==> config.mk <==
export PLATFORM = sky130hd
export DESIGN_NAME = line_fill_ctrl
export DESIGN_NICKNAME = d
export VERILOG_FILES = /design/src/rtl/line_fill_ctrl.sv
export SDC_FILE = /design/constraint.sdc
export NUM_CORES = 1
export LEC_CHECK = 0
export BUFFER_PORTS_ARGS = -buffer_cell sky130_fd_sc_hd__buf_2
export CELL_PAD_IN_SITES_DETAIL_PLACEMENT = 0
export CELL_PAD_IN_SITES_GLOBAL_PLACEMENT = 2
export CORE_AREA = 2 2 354 356
export DETAILED_ROUTE_END_ITERATION = 10
export DIE_AREA = 0 0 356 358
export PLACE_DENSITY_LB_ADDON = 0.2
export REMOVE_ABC_BUFFERS = 1
export SYNTH_ARGS = -nofsm -noshare
export SYNTH_HDL_FRONTEND = slang
export SYNTH_SLANG_ARGS = --single-unit
==> constraint.sdc <==
create_clock -name clk -period 3.35 [get_ports clk]
set_input_delay 0.335 -clock clk [delete_from_list [all_inputs] [get_ports clk]]
set_output_delay 0.335 -clock clk [all_outputs]
set_load 0.005 [all_outputs]
==> src/rtl/line_fill_ctrl.sv <==
// line_fill_ctrl: critical-word-first cache line fill with pending-store merge
module line_fill_ctrl #(
    parameter int REG_LOG    = 3,
    parameter int DATA_WIDTH = 64,
    parameter int ADDR_WIDTH = 64
) (
    input  logic                                    clk,
    input  logic                                    reset_n,
    input  logic                                    fill_req_valid,
    input  logic [ADDR_WIDTH-1:0]                   fill_req_addr,
    output logic                                    fill_req_ready,
    input  logic                                    st_valid,
    input  logic [REG_LOG-1:0]                      st_word,
    input  logic [DATA_WIDTH-1:0]                   st_data,
    output logic                                    mem_req_valid,
    input  logic                                    mem_req_ready,
    output logic [ADDR_WIDTH-1:0]                   mem_req_addr,
    input  logic                                    mem_resp_valid,
    output logic                                    mem_resp_ready,
    input  logic [DATA_WIDTH-1:0]                   mem_resp_data,
    output logic                                    crit_valid,
    output logic [DATA_WIDTH-1:0]                   crit_data,
    output logic                                    line_valid,
    input  logic                                    line_ready,
    output logic [2**REG_LOG-1:0][DATA_WIDTH-1:0]   line_data,
    output logic [ADDR_WIDTH-1:0]                   line_addr
);
    localparam int WORDS = 2**REG_LOG;
    localparam int OFF   = $clog2(DATA_WIDTH/8);
    localparam logic [ADDR_WIDTH-1:0] WMASK = ~((ADDR_WIDTH'(1) << OFF) - ADDR_WIDTH'(1));
    localparam logic [ADDR_WIDTH-1:0] LMASK = ~((ADDR_WIDTH'(1) << (OFF + REG_LOG)) - ADDR_WIDTH'(1));
    typedef enum logic [1:0] {IDLE, REQ, FILL, DONE} state_t;
    state_t                           state_q;
    logic [ADDR_WIDTH-1:0]            req_addr_q, line_addr_q;
    logic [REG_LOG-1:0]               crit_q, cnt_q, st_word_q, beat_idx;
    logic                             st_valid_q, crit_valid_q;
    logic [DATA_WIDTH-1:0]            st_data_q, crit_data_q, beat_data;
    logic [WORDS-1:0][DATA_WIDTH-1:0] line_q;
    assign beat_idx       = crit_q + cnt_q;
    assign beat_data      = (st_valid_q && beat_idx == st_word_q) ? st_data_q : mem_resp_data;
    assign fill_req_ready = state_q == IDLE;
    assign mem_req_valid  = state_q == REQ;
    assign mem_resp_ready = state_q == FILL;
    assign line_valid     = state_q == DONE;
    assign mem_req_addr   = req_addr_q;
    assign line_addr      = line_addr_q;
    assign line_data      = line_q;
    assign crit_valid     = crit_valid_q;
    assign crit_data      = crit_data_q;
    // Fill sequencing: capture request, issue memory request, place wrapped beats, hold line until taken
    always_ff @(posedge clk or negedge reset_n) begin
        if (!reset_n) begin
            state_q      <= IDLE;
            req_addr_q   <= '0;
            line_addr_q  <= '0;
            crit_q       <= '0;
            cnt_q        <= '0;
            st_valid_q   <= 1'b0;
            st_word_q    <= '0;
            st_data_q    <= '0;
            crit_valid_q <= 1'b0;
            crit_data_q  <= '0;
            line_q       <= '0;
        end else begin
            crit_valid_q <= 1'b0;
            case (state_q)
                IDLE: if (fill_req_valid) begin
                    req_addr_q  <= fill_req_addr & WMASK;
                    line_addr_q <= fill_req_addr & LMASK;
                    crit_q      <= fill_req_addr[OFF +: REG_LOG];
                    st_valid_q  <= st_valid;
                    st_word_q   <= st_word;
                    st_data_q   <= st_data;
                    state_q     <= REQ;
                end
                REQ: if (mem_req_ready) begin
                    cnt_q   <= '0;
                    state_q <= FILL;
                end
                FILL: if (mem_resp_valid) begin
                    line_q[beat_idx] <= beat_data;
                    cnt_q            <= cnt_q + 1'b1;
                    if (cnt_q == '0) begin
                        crit_valid_q <= 1'b1;
                        crit_data_q  <= beat_data;
                    end
                    if (cnt_q == REG_LOG'(WORDS - 1)) state_q <= DONE;
                end
                DONE: if (line_ready) state_q <= IDLE;
                default: state_q <= IDLE;
            endcase
        end
    end
endmodule

==> impl_metrics.sql, run 1 <==
INSERT INTO impl_metrics (metric_group, metric, value, unit) VALUES
('run_status', 'status', 'completed', ''),
('worst_setup_path', 'crit_fanout', '36', ''),
('sta', 'achievable-frequency', '0.317', 'GHz'),
('sta', 'clock_skew', '25.2', 'ps'),
('routing', 'wl_per_cell', '24.6', 'microns'),
('synthesis', 'ranking_of_synthesized_cells_by_area', 'dfrtp_1 61%, mux2_2 29%, buf_4 1.7%', ''),
('synthesis', 'synthDominantCellAreaShare', '0.606', ''),
('placed_design', 'placedCellCount', '4399', ''),
('hold_path', 'timing.hold.worst.class', 'in2reg', ''),
('synthesis', 'syn_inst', '1982', ''),
('grt', 'gr-usage-met1', '0.208', ''),
('sta', 'maxSlewHeadroom', '0.411', ''),
('pwr', 'p_total', '41.9', 'mW'),
('synthesis', 'synth-async-reset-ratio', '1.00', ''),
('pwr', 'share_seq_of_total_power', '0.359', ''),
('clocking', 'clockRootBuffer', 'clkbuf_16', ''),
('sta', 'slew_violations', '0', ''),
('synthesis', 'synth_area', '0.0293', 'sq mm'),
('clocking', 'post_cts_setup_buffers', '0', ''),
('worst_setup_path', 'worst_setup_path_end_kind', 'flop', ''),
('clocking', 'numCtsBuffers', '88', ''),
('die', 'chipHeight', '358', 'microns'),
('synthesis', 'synth_ff_type', 'dfrtp_1', ''),
('layout', 'fin_cells', '4749', ''),
('worst_setup_path', 'critPathKind', 'reg2reg', ''),
('pwr', 'p_int', '26.3', 'mW'),
('clocking', 'h_tree_levels', '3', ''),
('routing', 'route.detailed.drc', '0', ''),
('placed_design', 'port_buffers', '898', ''),
('synthesis', 'netlist.top_cell.by_area', 'dfrtp_1', ''),
('grt', 'grt_pass1_vias', '22700', ''),
('placed_design', 'finalWeightedCongestion', '0.785', ''),
('sta', 'final_setup_violation_count', '0', ''),
('layout', 'finish.net_count', '3255', ''),
('worst_setup_path', 'worst_setup_path_start_kind', 'flop', ''),
('clocking', 'later_pin_clock_latency_in_the_skew_report', '660', 'ps'),
('synthesis', 'count_of_flip_flops_with_a_built_in_enable_after_synthesis', '0', ''),
('pwr', 'combPwrFrac', '0.411', ''),
('pwr', 'powerDensity', '1030', 'mW/mm^2'),
('sta', 'finalCriticalPeriod', '3150', 'ps'),
('die', 'coreArea', '0.123', 'sq mm'),
('synthesis', 'ys_warn_count', '0', ''),
('die', 'placementRows', '129', ''),
('worst_setup_path', 'worstPathArrival', '3690', 'ps'),
('layout', 'syn2layout_area_growth', '38.6', '%'),
('routing', 'viasPerCell', '4.45', ''),
('routing', 'initial_drc_count', '903', ''),
('clocking', 'cts_max_path_buffers', '3', ''),
('placed_design', 'hpwlAfterDp', '82.1', 'mm'),
('job', 'max_cap_viol_count', '0', ''),
('synthesis', 'ys_ff_latch', '711', ''),
('pwr', 'ir_worst_vdd', '1180', 'uV'),
('worst_setup_path', 'cp.required', '3880', 'ps'),
('clocking', 'clkTransAtPathRegs', '70', 'ps'),
('routing', 'wl', '117', 'mm'),
('routing', 'vias', '21100', ''),
('routing', 'final_antenna_net_count', '0', ''),
('pwr', 'power.clock.fraction', '0.230', ''),
('grt', 'global_route.overflow_total', '0', ''),
('sta', 'hold_viol', '0', ''),
('pwr', 'power.switching_fraction', '0.373', ''),
('routing', 'drt_pre_antenna_iters', '5', ''),
('clocking', 'cts_tree', 'done', ''),
('placed_design', 'placed_standard_cell_area', '0.0358', 'sq mm'),
('pwr', 'power.switching', '15.6', 'mW'),
('grt', 'initial_antenna_violation_count', '2', ''),
('sta', 'fin_crit_sh', '0.941', ''),
('synthesis', 'synthesis.area_per_instance', '14.8', 'sq um'),
('grt', 'grt_pass1_wl', '164', 'mm'),
('synthesis', 'portion_of_the_post_synthesis_area_used_by_sequential_elements', '0.606', ''),
('pwr', 'power_leakage', '19.5', 'nW'),
('layout', 'post-route-cell-area', '0.0407', 'sq mm'),
('grt', 'global_routing_usage_summed_across_all_routing_layers', '0.177', ''),
('grt', 'grt_use_met2', '0.322', ''),
('sta', 'grt_setup_unrepaired', 'no', ''),
('die', 'initial_utilization', '0.238', ''),
('clocking', 'clock_sinks', '711', ''),
('layout', 'layout.core_utilization', '0.330', ''),
('grt', 'grt_start_max_net_pins', '73', ''),
('sta', 'timing_worst_slew_pin_value', '877', 'ps'),
('die', 'die_outline_width', '356', 'microns'),
('layout', 'drive_gt1_frac', '0.604', ''),
('die', 'dieArea', '0.127', 'sq mm'),
('grt', 'met3_routing_resource_usage_after_global_routing', '0.0391', ''),
('grt', 'grt_most_used_layer', 'met2', ''),
('synthesis', 'post_synth_num_cell_types', '39', ''),
('die', 'ioPinCount', '911', '');
==> worst max-delay path, stage by stage (launching register included) <==
cell	delay [ps]
dfrtp_1	420
ha_1	210
fa_1	490
xnor2_1	460
and4_4	340
buf_12	290
mux2_2	470
mux2_2	300
==> repair_timing <==
item,CTS,global route
gates resized for setup,0,0
hold buffers,192,0
hold endpoints to repair,253,0
==> routing by layer <==
layer	up-vias	part of all wire	wire length, microns
li1	9154	-	-
met1	11000	0.39	45900
met2	790	0.52	60800
met3	132	0.062	7250
met4	0	0.024	2760
met5	-	0	0
==> state kept, by name (all words and copies together) (netlist names) <==
signal / cells
crit_valid: 1
cnt_q: 3
st_word_q: 3
line_addr: 58
crit_q: 2
crit_data: 64
st_data_q: 64
mem_req_addr: 1
st_valid_q: 1
state_q: 2
line_data: 512
==> cells in the final DEF (no fill, tap or decap), types with 2 or more instances in the layout <==
master	netlist	final
bufinv_16	0	5
mux2_1	2	2
o21ai_0	56	56
buf_4	67	23
ha_1	8	8
nand3_1	68	67
clkinv_2	0	11
clkinv_8	0	2
clkbuf_1	57	20
mux2_2	768	768
nor2_1	66	64
xnor2_1	4	4
clkbuf_8	0	26
nand2_1	7	4
buf_2	38	897
nor3_4	1	2
dlygate4sd3_1	0	192
clkbuf_16	0	88
a22o_1	2	2
inv_6	0	2
nand4b_1	2	2
buf_12	0	36
a31oi_1	64	64
inv_1	8	8
o21ai_1	11	11
conb_1	1	9
nand2_4	0	3
dfrtp_1	711	711
nor2_4	0	4
==> through the flow <==
stage / worst slack (ps) / hold slack (ps) / TNS [ps]
floorplan: -5060 / 39.4 / -865310
global placement: 263 / 393 / 0
detailed placement: 201 / 404 / 0
CTS: 183 / 0.760 / 0
global route: 60.5 / 20.5 / 0
finish: 197 / 57.3 / 0
==> cell type report <==
type,count,area (sq um)
fillers,12300,82700
flip-flops and latches,711,17800
multi-input cells,1086,10500
repair buffers,1149,7320
clock buffers,134,2640
well taps,1637,2050
clock inverters,23,313
inverters,8,30.0
diodes,1,2.50
==> logic make-up (layout without fill, tap and decap cells) <==
family / Yosys count / count (layout) / share of synthesized area
adders and majority gates: 9 / 9 / 0.00409
AOI/OAI and AO/OA: 137 / 137 / 0.0267
and+or+nand+nor: 153 / 153 / 0.0242
xor gates and xnor gates: 7 / 7 / 0.00311
other: 1 / 10 / 0.000128
buffers and inverters: 193 / 1314 / 0.0395
DFF: 711 / 711 / 0.606
muxes: 771 / 771 / 0.296
==> power groups by stage <==
stage | logic [mW] | registers, mW | clock network, mW
after CTS | 17.5 | 15.1 | 9.95
final | 17.2 | 15.0 | 9.62
after floorplan | 7.38 | 15.1 | 0
after global routing | 18.4 | 15.5 | 10.3
after detailed placement | 17.3 | 15.1 | 0
after global placement | 17.1 | 15.0 | 0
==> synth_stat cells, types with 4 or more instances <==
library cell / n
xnor2_1: 4
buf_2: 38
clkbuf_1: 57
buf_1: 4
nor2_1: 66
inv_1: 8
o21ai_0: 56
nand3_1: 68
nand2_1: 7
buf_6: 18
dfrtp_1: 711
a31oi_1: 64
buf_4: 67
ha_1: 8
mux2_2: 768
o21ai_1: 11
==> path summary, 6_finish.rpt <==
| kind | endpoint | slack, ps | depth (start not counted) | startpoint |
|---|---|---|---|---|
| max | line_data[413] | 200 | 7 | cnt_q[0] |
| min reg2reg | line_data[332] | 490 | 1 | line_data[332] |
| min | st_data_q[50] | 60 | 2 | st_data[50] |
| min in group asynchronous | line_data[86] | 260 | 2 | reset_n |
| max reg2reg | line_data[413] | 200 | 7 | cnt_q[0] |
| max in group asynchronous | line_data[251] | 1730 | 3 | reset_n |
Power figures use the tool's default switching activity.
==> run 2, diff against run 1 <==
Settings changed: CORE_AREA 2 2 354 356 to 2 2 350 352, CTS_CLUSTER_DIAMETER set to 150, DIE_AREA 0 0 356 358 to 0 0 352 354.
Clock period 3.35 ns to 3.8 ns, I/O delays scaled along.
==> run 2 against run 1 <==
Routed wire length grew 1.0%. Register-to-register slack gained 190 ps. Maximum frequency shrank 7.7%. Critical path depth is the same. First-iteration DRC count shrank 5.9%. Sequential power shrank 11%. Core utilization grew 0.32 points. Clock-buffer cell count shrank 15. Combinational power shrank 13%. Largest cell class unchanged. Worst setup slack gained 190 ps. Final cell count shrank 0.67%. Die area shrank 2.2%.
==> impl_metrics.sql, run 2 (synthesized netlist as in run 1, its figures left out) <==
INSERT INTO impl_metrics (metric_group, metric, value, unit) VALUES
('layout', 'largest_reg_flops', '512', ''),
('hold_path', 'min_from', 'mem_resp_data[9]', ''),
('worst_setup_path', 'critical_path.reg2reg.startpoint', 'cnt_q[0]', ''),
('worst_setup_path', 'critical_path_buf_inv_count', '1', ''),
('clocking', 'clock_sinks', '711', ''),
('placed_design', 'placedCellCount', '4369', ''),
('layout', 'fillers', '12100', ''),
('sta', 'fin_crit_sh', '0.899', ''),
('hold_path', 'worst_hold_path.num_cells', '3', ''),
('worst_setup_path', 'worst_path_max_delay_cell', 'fa_1', ''),
('sta', 'finalHoldWorstSlack', '63.4', 'ps'),
('grt', 'grt_pass1_vias', '23100', ''),
('worst_setup_path', 'crit_fanout', '28', ''),
('routing', 'vias', '20900', ''),
('worst_setup_path', 'worstPathArrival', '3940', 'ps'),
('grt', 'global_route.overflow_total', '0', ''),
('pwr', 'ir_worst_vdd', '1080', 'uV'),
('pwr', 'power_leakage', '19.3', 'nW'),
('die', 'coreArea', '0.121', 'sq mm'),
('clocking', 'post_cts_setup_buffers', '0', ''),
('worst_setup_path', 'regToRegEndpoint', 'line_data[307]', ''),
('pwr', 'powerDensity', '909', 'mW/mm^2'),
('sta', 'maxSlewHeadroom', '0.224', ''),
('layout', 'syn2layout_area_growth', '37.2', '%'),
('placed_design', 'hpwlAfterDp', '80.8', 'mm'),
('worst_setup_path', 'critPathTopFamily', 'adder cells', ''),
('die', 'ioPinCount', '911', ''),
('layout', 'mostFrequentLayoutCells', '897 x buf_2, 768 x mux2_2, 711 x dfrtp_1', ''),
('die', 'dieArea', '0.125', 'sq mm'),
('hold_path', 'timing.hold.worst.class', 'in2reg', ''),
('routing', 'route.detailed.drc', '0', ''),
('run_status', 'status', 'completed', ''),
('sta', 'grt_setup_unrepaired', 'no', ''),
('worst_setup_path', 'worst_setup_path_start_kind', 'flop', ''),
('clocking', 'h_tree_levels', '3', ''),
('worst_setup_path', 'critPathKind', 'reg2reg', ''),
('clocking', 'later_pin_clock_latency_in_the_skew_report', '660', 'ps'),
('layout', 'fin_cells', '4717', ''),
('die', 'initial_utilization', '0.243', ''),
('layout', 'layout.cells.most_common', 'buf_2', ''),
('clocking', 'clockRootBuffer', 'clkbuf_16', ''),
('worst_setup_path', 'worst_setup_path_end_kind', 'flop', ''),
('routing', 'viasPerCell', '4.43', ''),
('grt', 'initial_antenna_violation_count', '9', ''),
('hold_path', 'timing.hold.worst_endpoint', 'crit_data[9]', ''),
('sta', 'finalCriticalPeriod', '3420', 'ps'),
('placed_design', 'finalWeightedCongestion', '0.783', ''),
('sta', 'timing_worst_slew_pin_value', '1160', 'ps'),
('sta', 'slew_violations', '0', ''),
('die', 'placementRows', '128', ''),
('sta', 'achievable-frequency', '0.293', 'GHz'),
('sta', 'clock_skew', '29.4', 'ps'),
('worst_setup_path', 'critical-path-top-cell-by-count', 'mux2_2', ''),
('layout', 'finish.net_count', '3232', ''),
('job', 'max_cap_viol_count', '0', ''),
('worst_setup_path', 'worstPathCellList', 'ha_1, fa_1, xnor2_1, and4_4, buf_12, mux2_2, mux2_2', ''),
('clocking', 'clkTransAtPathRegs', '60', 'ps'),
('placed_design', 'port_buffers', '898', ''),
('worst_setup_path', 'cp.required', '4330', 'ps'),
('sta', 'final_setup_violation_count', '0', ''),
('clocking', 'post_cts_gate_resize_count', '0', ''),
('sta', 'hold_viol', '0', ''),
('worst_setup_path', 'critical_path.max_stage_delay', '590', 'ps'),
('clocking', 'cts_max_path_buffers', '3', ''),
('clocking', 'numCtsBuffers', '87', ''),
('grt', 'grt_start_max_net_pins', '130', ''),
('worst_setup_path', 'r2r_cell_count', '7', ''),
('routing', 'initial_drc_count', '850', ''),
('routing', 'wl', '118', 'mm'),
('routing', 'final_antenna_net_count', '0', ''),
('clocking', 'cts_tree', 'done', ''),
('routing', 'drt_pre_antenna_iters', '5', ''),
('routing', 'wl_per_cell', '25.0', 'microns'),
('grt', 'grt_pass1_wl', '169', 'mm'),
('pwr', 'p_total', '36.6', 'mW'),
('sta', 'fin_setup_tns', '0', 'ps'),
('grt', 'global_routing_usage_summed_across_all_routing_layers', '0.185', ''),
('die', 'chipHeight', '354', 'microns'),
('layout', 'layout.core_utilization', '0.333', ''),
('die', 'die_outline_width', '352', 'microns'),
('worst_setup_path', 'setup.reg_to_reg.worst_slack', '380', 'ps'),
('clocking', 'cts_hold_buf', '188', ''),
('layout', 'drive_gt1_frac', '0.603', '');
-- run 2: cell type report --
type | instances | area, sq um | share of cell area
sequential | 711 | 17800 | 0.442
antenna | 5 | 12.5 | 0.000311
timing repair buffer | 1127 | 6990 | 0.174
clock inverter | 36 | 440 | 0.0109
tap | 1625 | 2030 | 0.0505
multi-input combinational | 1086 | 10500 | 0.261
clock buffer | 119 | 2440 | 0.0605
inverter | 8 | 30.0 | 0.000746
-- run 2: worst max-delay path by stage --
stage,cells past startpoint,slack [ps],end,start
detailed placement,7,330,line_data[307],cnt_q[0]
finish,7,380,line_data[307],cnt_q[0]
global placement,7,450,line_data[371],cnt_q[0]
CTS,7,320,line_data[307],cnt_q[0]
floorplan,4,-4610,crit_valid,state_q[0]
global route,7,230,line_data[307],cnt_q[0]
-- run 2: metal layers --
| metal | routed length (microns) | part of all wire | vias up | GRT usage |
|---|---|---|---|---|
| met2 | 60100 | 0.51 | 770 | 0.330 |
| met1 | 47400 | 0.40 | 10900 | 0.218 |
| met4 | 3020 | 0.026 | 0 | 0.0591 |
| met3 | 7390 | 0.063 | 154 | 0.0457 |
| met5 | 0 | 0 | - | 0 |
| li1 | - | - | 9105 | - |
-- run 2: metrics by stage --
| stage | setup WS, ps | instance area [sq um] |
|---|---|---|
| after floorplan | -4610 | 28200 |
| after global placement | 450 | 35500 |
| after detailed placement | 333 | 35500 |
| after CTS | 316 | 40200 |
| after global routing | 235 | 40300 |
| final | 383 | 40300 |
-- run 2: report_power, final --
| part | switching, mW | leakage [nW] | internal [mW] |
|---|---|---|---|
| Sequential | 2.20 | 8.88 | 11.1 |
| Combinational | 8.14 | 9.00 | 6.74 |
| Clock | 3.44 | 1.42 | 4.99 |
| Total | 13.8 | 19.3 | 22.8 |
-- run 2: worst reg2reg max path, stage by stage, from the launching register on --
cell	delay, ps
dfrtp_1	420
ha_1	210
fa_1	590
xnor2_1	510
and4_4	460
buf_12	280
mux2_2	530
mux2_2	300
==> run 3, diff against run 2 <==
Settings changed: GPL_ROUTABILITY_DRIVEN set to 0.
Clock period 3.8 ns to 4.4 ns, I/O delays scaled along.
==> run 3 against run 2 <==
Total power decreased by 13%. Highest routed layer is now met5. Worst setup slack improved by 600 ps. Register-to-register slack improved by 600 ps. Critical endpoint is now line_data[366]. Clock power decreased by 8.9%. Largest power group unchanged. Global-route usage decreased by 0.14 points. Clock skew decreased by 9.5 ps. Critical path depth unchanged. Sequential share of layout area increased by 0.48 points. Sequential power decreased by 14%. Core utilization decreased by 0.36 points. Final cell count decreased by 0.91%.
==> impl_metrics.sql, run 3 (synthesized netlist as in run 1, its figures left out) <==
INSERT INTO impl_metrics (metric_group, metric, value, unit) VALUES
('worst_setup_path', 'critical_path.reg2reg.startpoint', 'cnt_q[0]', ''),
('worst_setup_path', 'worst_setup_path_end_kind', 'flop', ''),
('clocking', 'h_tree_levels', '3', ''),
('hold_path', 'timing.hold.worst_endpoint', 'crit_data[38]', ''),
('placed_design', 'dp_worst_setup_slack', '979', 'ps'),
('sta', 'timing_worst_slew_pin_value', '891', 'ps'),
('worst_setup_path', 'critical-path-top-cell-by-count', 'mux2_2', ''),
('worst_setup_path', 'crit_fanout', '64', ''),
('worst_setup_path', 'worstPathArrival', '3960', 'ps'),
('sta', 'hold_viol', '0', ''),
('worst_setup_path', 'regToRegEndpoint', 'line_data[366]', ''),
('run_status', 'status', 'completed', ''),
('routing', 'vias', '20700', ''),
('routing', 'wl', '117', 'mm'),
('grt', 'grt_pass1_vias', '22700', ''),
('clocking', 'cts_max_path_buffers', '3', ''),
('die', 'ioPinCount', '911', ''),
('grt', 'global_route.overflow_total', '0', ''),
('pwr', 'ir_worst_vdd', '767', 'uV'),
('die', 'placementRows', '128', ''),
('grt', 'initial_antenna_violation_count', '22', ''),
('clocking', 'clkTransAtPathRegs', '60', 'ps'),
('hold_path', 'timing.hold.worst.class', 'in2reg', ''),
('layout', 'drive_gt1_frac', '0.616', ''),
('sta', 'fin_crit_sh', '0.777', ''),
('routing', 'final_antenna_net_count', '0', ''),
('die', 'coreArea', '0.121', 'sq mm'),
('sta', 'grt_setup_unrepaired', 'no', ''),
('routing', 'wl_per_cell', '25.1', 'microns'),
('worst_setup_path', 'critPathKind', 'reg2reg', ''),
('hold_path', 'worst_hold_path.num_cells', '3', ''),
('worst_setup_path', 'cp.required', '4950', 'ps'),
('layout', 'layout.cells.most_common', 'buf_2', ''),
('layout', 'mostFrequentLayoutCells', '897 x buf_2, 768 x mux2_2, 711 x dfrtp_1', ''),
('sta', 'slew_violations', '0', ''),
('clocking', 'numCtsBuffers', '89', ''),
('grt', 'global_routing_usage_summed_across_all_routing_layers', '0.184', ''),
('pwr', 'power_leakage', '19.1', 'nW'),
('worst_setup_path', 'critPathTopFamily', 'adder cells', ''),
('clocking', 'clock_sinks', '711', ''),
('worst_setup_path', 'setup.reg_to_reg.worst_slack', '980', 'ps'),
('layout', 'multiInputGateArea', '0.0105', 'sq mm'),
('layout', 'layout.area.seq', '0.0178', 'sq mm'),
('layout', 'largest_reg_flops', '512', ''),
('pwr', 'powerDensity', '802', 'mW/mm^2'),
('sta', 'maxSlewHeadroom', '0.402', ''),
('placed_design', 'placed_standard_cell_area', '0.0354', 'sq mm'),
('clocking', 'cts_hold_buf', '129', ''),
('sta', 'finalCriticalPeriod', '3420', 'ps'),
('sta', 'final_setup_violation_count', '0', ''),
('routing', 'viasPerCell', '4.44', ''),
('sta', 'achievable-frequency', '0.293', 'GHz'),
('clocking', 'post_cts_gate_resize_count', '0', ''),
('layout', 'syn2layout_area_growth', '35.7', '%'),
('sta', 'final.setup.worst_slack', '982', 'ps'),
('worst_setup_path', 'critical_path_buf_inv_count', '1', ''),
('clocking', 'cts_tree', 'done', ''),
('die', 'dieArea', '0.125', 'sq mm'),
('grt', 'grt_start_max_net_pins', '117', ''),
('layout', 'post-route-cell-area', '0.0398', 'sq mm'),
('grt', 'grt_pass1_wl', '167', 'mm'),
('routing', 'route.detailed.drc', '0', ''),
('worst_setup_path', 'worstPathCellList', 'ha_1, fa_1, xnor2_1, and4_4, buf_12, mux2_2, mux2_2', ''),
('die', 'die_outline_width', '352', 'microns'),
('clocking', 'clockRootBuffer', 'clkbuf_16', ''),
('routing', 'initial_drc_count', '961', ''),
('die', 'chipHeight', '354', 'microns'),
('worst_setup_path', 'startpoint', 'cnt_q[0]', ''),
('worst_setup_path', 'critical_path.max_stage_delay', '600', 'ps'),
('placed_design', 'hpwlAfterDp', '79.7', 'mm'),
('clocking', 'post_cts_setup_buffers', '0', ''),
('die', 'initial_utilization', '0.243', ''),
('clocking', 'later_pin_clock_latency_in_the_skew_report', '670', 'ps'),
('layout', 'finish.net_count', '3173', ''),
('worst_setup_path', 'r2r_cell_count', '7', ''),
('sta', 'clock_skew', '19.9', 'ps'),
('hold_path', 'min_from', 'mem_resp_data[38]', ''),
('worst_setup_path', 'worst_path_max_delay_cell', 'fa_1', ''),
('worst_setup_path', 'worst_setup_path_start_kind', 'flop', ''),
('placed_design', 'port_buffers', '898', ''),
('routing', 'drt_pre_antenna_iters', '5', ''),
('layout', 'fillers', '12100', ''),
('job', 'max_cap_viol_count', '0', ''),
('layout', 'layout.core_utilization', '0.329', '');
-- run 3: area by class of cell --
class / instances / area share
tap: 1625 / 0.0510
sequential: 711 / 0.447
clock buffer: 123 / 0.0653
multi-input combinational: 1086 / 0.264
clock inverter: 36 / 0.0126
timing repair buffer: 1066 / 0.158
inverter: 8 / 0.000754
antenna: 19 / 0.00119
-- run 3: worst register-to-register path, cell delays in order (launching register included) --
cell and delay [ps]:
dfrtp_1 420, ha_1 210, fa_1 600, xnor2_1 470, and4_4 300, buf_12 420, mux2_2 610, mux2_2 300
-- run 3: layer usage --
metal	up-vias	GRT usage	wire, microns
met5	-	0	32
met4	4	0.0748	4220
met3	188	0.0574	8180
met2	775	0.318	58700
met1	10700	0.210	46200
li1	9028	-	-
-- run 3: worst max path at each step --
stage,to,slack [ps],cells past startpoint
2_1_floorplan,crit_valid,-4010,4
3_3_place_gp,line_data[494],1020,7
3_5_place_dp,line_data[494],980,7
4_1_cts,line_data[388],990,7
5_1_grt,line_data[366],880,7
6_report,line_data[366],980,7
-- run 3: report_power, final --
part	switching, mW	total [mW]	internal [mW]
registers	1.87	11.4	9.57
logic	7.06	12.8	5.73
clock network	2.97	7.69	4.72
total	11.9	31.9	20.0
-- run 3: per-stage QoR --
| stage | TNS (ps) | hold slack (ps) | instances | power, mW |
|---|---|---|---|---|
| floorplan | -308240 | 144 | 1805 | 17.1 |
| global placement | 0 | 470 | 4367 | 24.2 |
| detailed placement | 0 | 472 | 4367 | 24.5 |
| CTS | 0 | 3.49 | 4655 | 32.5 |
| global route | 0 | 20.8 | 4670 | 33.8 |
| finish | 0 | 64.6 | 4674 | 31.9 |
